<file path="config.mk">
export PLATFORM = sky130hd
export DESIGN_NAME = paddle_input_ctrl
export DESIGN_NICKNAME = d
export VERILOG_FILES = /design/src/rtl/gatorga_input_pkg.sv /design/src/rtl/btn_debounce.sv /design/src/rtl/paddle_input_ctrl.sv
export SDC_FILE = /design/constraint.sdc
export NUM_CORES = 1
export LEC_CHECK = 0
export ABC_AREA = 1
export CAP_MARGIN = 20
export CORE_AREA = 3 3 97 99
export CTS_CLUSTER_DIAMETER = 30
export CTS_CLUSTER_SIZE = 28
export DETAILED_ROUTE_END_ITERATION = 7
export DIE_AREA = 0 0 100 102
export GPL_TIMING_DRIVEN = 1
export MAX_ROUTING_LAYER = met4
export PLACE_DENSITY = 0.83
export REMOVE_ABC_BUFFERS = 1
export SLEW_MARGIN = 20
export SYNTH_ARGS = -nofsm -noshare
export SYNTH_HDL_FRONTEND = slang
export SYNTH_SLANG_ARGS = --single-unit
</file>
<file path="constraint.sdc">
create_clock -name pixel_clk -period 1.4 [get_ports pixel_clk]
set_input_delay 0.42 -clock pixel_clk [delete_from_list [all_inputs] [get_ports pixel_clk]]
set_output_delay 0.42 -clock pixel_clk [all_outputs]
set_load 0.02 [all_outputs]
</file>
<file path="src/rtl/gatorga_input_pkg.sv">
// rtl/gatorga_input_pkg.sv - shared types and timing constants for the board button inputs
package gatorga_input_pkg;

    localparam int unsigned PIXEL_CLK_HZ            = 74_250_000;
    // 10 ms of stable input at the pixel clock
    localparam int unsigned DEBOUNCE_CYCLES_DEFAULT = PIXEL_CLK_HZ / 100;

    typedef enum logic [1:0] {
        IDLE,
        PRESS_WAIT,
        PRESSED,
        RELEASE_WAIT
    } db_state_t;

endpackage

</file>
<file path="src/rtl/btn_debounce.sv">
// rtl/btn_debounce.sv - one button: metastability synchronizer plus debounce FSM
module btn_debounce
    import gatorga_input_pkg::*;
#(
    parameter int unsigned DEBOUNCE_CYCLES = DEBOUNCE_CYCLES_DEFAULT,
    parameter int unsigned SYNC_STAGES     = 2
) (
    input  logic pixel_clk,
    input  logic rst,
    input  logic raw,
    output logic level,
    output logic press
);

    localparam int unsigned CNT_W = $clog2(DEBOUNCE_CYCLES);
    localparam logic [CNT_W-1:0] CNT_LAST = CNT_W'(DEBOUNCE_CYCLES - 1);

    logic [SYNC_STAGES-1:0] sync_q;
    logic [SYNC_STAGES-1:0] sync_d;
    logic                   btn_s;

    db_state_t              state_q;
    logic [CNT_W-1:0]       cnt_q;
    logic                   level_q;
    logic                   press_q;

    always_comb begin
        sync_d = {sync_q[SYNC_STAGES-2:0], raw};
    end

    assign btn_s = sync_q[SYNC_STAGES-1];

    always_ff @(posedge pixel_clk) begin
        if (rst) begin
            sync_q <= '0;
        end else begin
            sync_q <= sync_d;
        end
    end

    // The counter only advances inside a wait state and is left before it could wrap.
    always_ff @(posedge pixel_clk) begin
        if (rst) begin
            state_q <= IDLE;
            cnt_q   <= '0;
            level_q <= 1'b0;
            press_q <= 1'b0;
        end else begin
            press_q <= 1'b0;
            case (state_q)
                IDLE: begin
                    if (btn_s) begin
                        state_q <= PRESS_WAIT;
                        cnt_q   <= '0;
                    end
                end
                PRESS_WAIT: begin
                    if (!btn_s) begin
                        state_q <= IDLE;
                    end else if (cnt_q == CNT_LAST) begin
                        state_q <= PRESSED;
                        level_q <= 1'b1;
                        press_q <= 1'b1;
                    end else begin
                        cnt_q <= cnt_q + CNT_W'(1);
                    end
                end
                PRESSED: begin
                    if (!btn_s) begin
                        state_q <= RELEASE_WAIT;
                        cnt_q   <= '0;
                    end
                end
                RELEASE_WAIT: begin
                    if (btn_s) begin
                        state_q <= PRESSED;
                    end else if (cnt_q == CNT_LAST) begin
                        state_q <= IDLE;
                        level_q <= 1'b0;
                    end else begin
                        cnt_q <= cnt_q + CNT_W'(1);
                    end
                end
                default: begin
                    state_q <= IDLE;
                end
            endcase
        end
    end

    assign level = level_q;
    assign press = press_q;

endmodule

</file>
<file path="src/rtl/paddle_input_ctrl.sv">
// rtl/paddle_input_ctrl.sv - debounced paddle direction requests and per-frame fire latch
module paddle_input_ctrl
    import gatorga_input_pkg::*;
#(
    parameter int unsigned DEBOUNCE_CYCLES = DEBOUNCE_CYCLES_DEFAULT,
    parameter int unsigned SYNC_STAGES     = 2
) (
    input  logic pixel_clk,
    input  logic rst,
    input  logic fsync,
    input  logic btn_right_raw,
    input  logic btn_left_raw,
    input  logic btn_fire_raw,
    output logic right,
    output logic left,
    output logic fire_pulse,
    output logic fire_latched
);

    logic r_lvl, r_press;
    logic l_lvl, l_press;
    logic f_lvl, f_press;

    logic r_any, l_any;
    logic right_q, right_d;
    logic left_q, left_d;
    logic fire_latched_q, fire_latched_d;

    btn_debounce #(.DEBOUNCE_CYCLES(DEBOUNCE_CYCLES), .SYNC_STAGES(SYNC_STAGES)) u_db_right (
        .pixel_clk (pixel_clk),
        .rst       (rst),
        .raw       (btn_right_raw),
        .level     (r_lvl),
        .press     (r_press)
    );

    btn_debounce #(.DEBOUNCE_CYCLES(DEBOUNCE_CYCLES), .SYNC_STAGES(SYNC_STAGES)) u_db_left (
        .pixel_clk (pixel_clk),
        .rst       (rst),
        .raw       (btn_left_raw),
        .level     (l_lvl),
        .press     (l_press)
    );

    btn_debounce #(.DEBOUNCE_CYCLES(DEBOUNCE_CYCLES), .SYNC_STAGES(SYNC_STAGES)) u_db_fire (
        .pixel_clk (pixel_clk),
        .rst       (rst),
        .raw       (btn_fire_raw),
        .level     (f_lvl),
        .press     (f_press)
    );

    // A press strobe always coincides with its level rising, so OR-ing it in changes nothing.
    assign r_any = r_lvl | r_press;
    assign l_any = l_lvl | l_press;

    always_comb begin
        right_d        = r_any & ~l_any;
        left_d         = l_any & ~r_any;
        fire_latched_d = fire_latched_q;
        // A press landing on the frame strobe belongs to the next frame, so set wins.
        if (fire_pulse) begin
            fire_latched_d = 1'b1;
        end else if (fsync) begin
            fire_latched_d = 1'b0;
        end
    end

    always_ff @(posedge pixel_clk) begin
        if (rst) begin
            right_q        <= 1'b0;
            left_q         <= 1'b0;
            fire_latched_q <= 1'b0;
        end else begin
            right_q        <= right_d;
            left_q         <= left_d;
            fire_latched_q <= fire_latched_d;
        end
    end

    assign right        = right_q;
    assign left         = left_q;
    assign fire_pulse   = f_press & f_lvl;
    assign fire_latched = fire_latched_q;

endmodule

</file>
==> metrics.cfg <==
[run_status]
status=finished with violations
violations=setup timing

[timing]
setup_viol=71
final-hold-violation-count=0
finClkSkew_ns=0.02332
tightest_slew_ns=0.6124
rsz0062_at_grt=yes
period_share_pct=120.1
final.setup.tns_ns=-11.23
fin_crit_ns=1.682
timing.hold.ws_ns=0.4267
worst_slack_ns=-0.2818
fmax_mhz=594.6
drv_slew=0
max-slew-margin-rel_pct=59.17

[min_path]
worstHoldPathType=register to register
min_path_cells=2
min-delay-start=u_db_left.sync_q[0]
hold_end=u_db_left.sync_q[1]

[die]
rows=34
die-area_mm2=0.01020
fp.coreArea_mm2=0.008636
die_w_um=100
ioPinCount=10
initial_utilization_pct=54.97
die_y_um=102

[drt]
drt-initial-drc-count=669
wl_um=18530
ant_nets=0
vias=5859
routed_via_density=6.103
firstDrtPassIters=8
wire_per_inst_um=19.30
drc=0

[critical_path]
path_class=register to register
reg2reg_slack_ns=-0.28
critical-path-max-stage-delay_ns=0.39
required_ns=1.72
critPathSlowestCell=dfxtp_2
r2r_end=u_db_fire.cnt_q[15]
cp_top_family=simple AND/OR/NAND/NOR gates
cp.buffers_inverters=4
crit_path_max_fanout=8
crit_top_cell=nor2_1
worstPathArrival_ns=2.00
rr_worst_depth=13
critPathLaunchType=register
path_cells=ha_4, buf_6, nand2_2, nor2_1, inv_1, nor2_4, nand2_4, nand2_8, buf_12, inv_12, nand3_2, nand2_1, nor2_1
end_kind=register
r2r-start=u_db_fire.cnt_q[0]

[yosys]
synth_top_area_share_pct=34.16
synth-edff-count=0
ys_ff_latch=81
yosys_most_used_dff=dfxtp_1
synth.largest_area_cell=dfxtp_1
syn_area_per_cell_um2=6.467
yosysUniqueCellTypes=37
synthArstFlopShare_pct=0
ys_warn_count=0
synthesis.area_mm2=0.004747
netlist_top_cells_area=dfxtp_1 (34%), nand2_1 (16%), nor2_1 (9.8%)
ys_seq_area_share_pct=34.16
netlist_instances=734

[layout]
utilization_pct=81.34
nets=858
fillers=447
fin_cells=960
postLayoutCellArea_mm2=0.007024
drive_gt1_share_pct=43.66
diodes=0
area_delta_synth_final_pct=47.97

[placement]
dp_slack_ns=-0.3650
place_hpwl_um=9167
numPortBuffers=9
placedInstanceArea_mm2=0.005568
placed_cells=925
gp_congestion=0.9661

[clock_tree]
insertion_delay_ns=0.38
numCtsBuffers=9
h-tree-depth=3
cts_sinks=81
clk_pin_slew_worst_paths_ns=0.10
cts-root-buf=clkbuf_8
cts_tree=yes
clk_path_buf_depth=2

[run]
maxCapViolations=0

[power_and_ir_drop]
cellPowerDensity_mw_per_mm2=701.3
leakagePower_nw=2.792
finalPower_mw=4.926
peakVddDrop_mv=0.5776

[global_routing]
grt_pass1_vias=5386
grt_overflow_total=0
antenna_found_initial=0
grt_usage_pct=30.89
grt_max_degree=39
grt_pass1_wl_um=24850

[layer usage]
| layer | wire [um] | global-route usage, % |
|---|---|---|
| met2 | 9067 | 52.59 |
| met4 | 1068 | 14.82 |
| met5 | 0 | - |
| met1 | 6653 | 34.85 |
| met3 | 1738 | 6.212 |
[tightest hold or removal path, delay by kind of cell, from the launching register on]
| family | cells | cell delay (ns) |
|---|---|---|
| buf+inv | 1 | 0.05 |
| flops | 1 | 0.32 |
| simple gates | 1 | 0.03 |
[power breakdown]
part	total [mW]	switching, mW	internal, mW	leakage (nW)
logic	0.297	0.196	0.100	1.99
registers	2.29	0.0127	2.28	0.675
clock network	2.34	0.983	1.35	0.126
[cell usage after synthesis, types with 4 or more instances]
library cell / count
nor3_1: 11
nor2_4: 4
dfxtp_1: 81
nor3_2: 4
buf_2: 4
o21ai_0: 17
nand2_2: 9
inv_1: 86
inv_2: 5
nand3_1: 64
xor2_1: 7
buf_6: 5
nand3_2: 8
a21oi_2: 9
nor2_1: 124
xnor2_1: 4
nor2_2: 7
nand4_1: 23
nand2_1: 197
nand3b_1: 5
a21oi_1: 29
[worst max-delay path by stage]
stage	startpoint	end	slack, ns	depth (start not counted)
floorplan	u_db_right.cnt_q[0]	u_db_right.cnt_q[16]	-0.11	7
global placement	rst	u_db_fire.cnt_q[2]	-0.31	7
detailed placement	rst	u_db_fire.cnt_q[4]	-0.36	7
CTS	u_db_fire.cnt_q[0]	u_db_fire.level	-0.16	10
global route	u_db_fire.cnt_q[0]	u_db_fire.cnt_q[15]	-0.34	13
finish	u_db_fire.cnt_q[0]	u_db_fire.cnt_q[15]	-0.28	13
[state kept, by name, summed over array words and instances, names as in the netlist, named ones only]
register / count
u_db_right.sync_q: 2
u_db_left.level: 1
u_db_left.sync_q: 2
left: 1
right: 1
u_db_fire.state_q: 1
u_db_left.state_q: 1
fire_latched: 1
u_db_fire.level: 1
u_db_right.cnt_q: 20
u_db_left.cnt_q: 20
u_db_fire.sync_q: 2
u_db_right.state_q: 1
u_db_left.press: 1
u_db_right.level: 1
u_db_right.press: 1
u_db_fire.cnt_q: 20
u_db_fire.press: 1
[cell type report]
type                            instances  area, um^2  share of cell area (%)
Sequential cell                        81        1707                   24.30
Multi-Input combinational cell        543        3486                   49.63
Tap cell                              108       135.1                   1.924
Clock buffer                            9       123.9                   1.763
Timing Repair inverter                  3       33.78                  0.4809
Inverter                               96       390.4                   5.558
Timing Repair Buffer                  115        1020                   14.52
Clock inverter                          5       128.9                   1.835
[kinds of logic after synthesis]
group | after synthesis | synth area share [%]
compound gates | 58 | 6.985
xor+xnor | 11 | 2.029
fa+ha+maj | 3 | 0.7908
buf+inv | 112 | 10.20
flops | 81 | 34.16
simple gates | 469 | 45.84
[timing repair]
action | 4_1_cts | 5_1_grt
setup buffers | 8 | 9
pin swaps | 40 | 61
resized for setup | 155 | 167
setup endpoints to repair | 74 | 76
hold buffers | 0 | 0
gates cloned | 6 | 0
[placed cells by master (no fill, tap or decap), drive strengths merged, types with 4 or more instances in the layout]
cell	count
xor2	7
inv	97
nand4	24
buf	109
dfxtp	81
a21oi	38
nand3b	5
clkbuf	10
o21ai	17
bufinv	4
clkdlybuf4s50	5
nand3	72
nor3	17
nand2	212
xnor2	4
nor2	135
(Power assumes the default switching activity.)
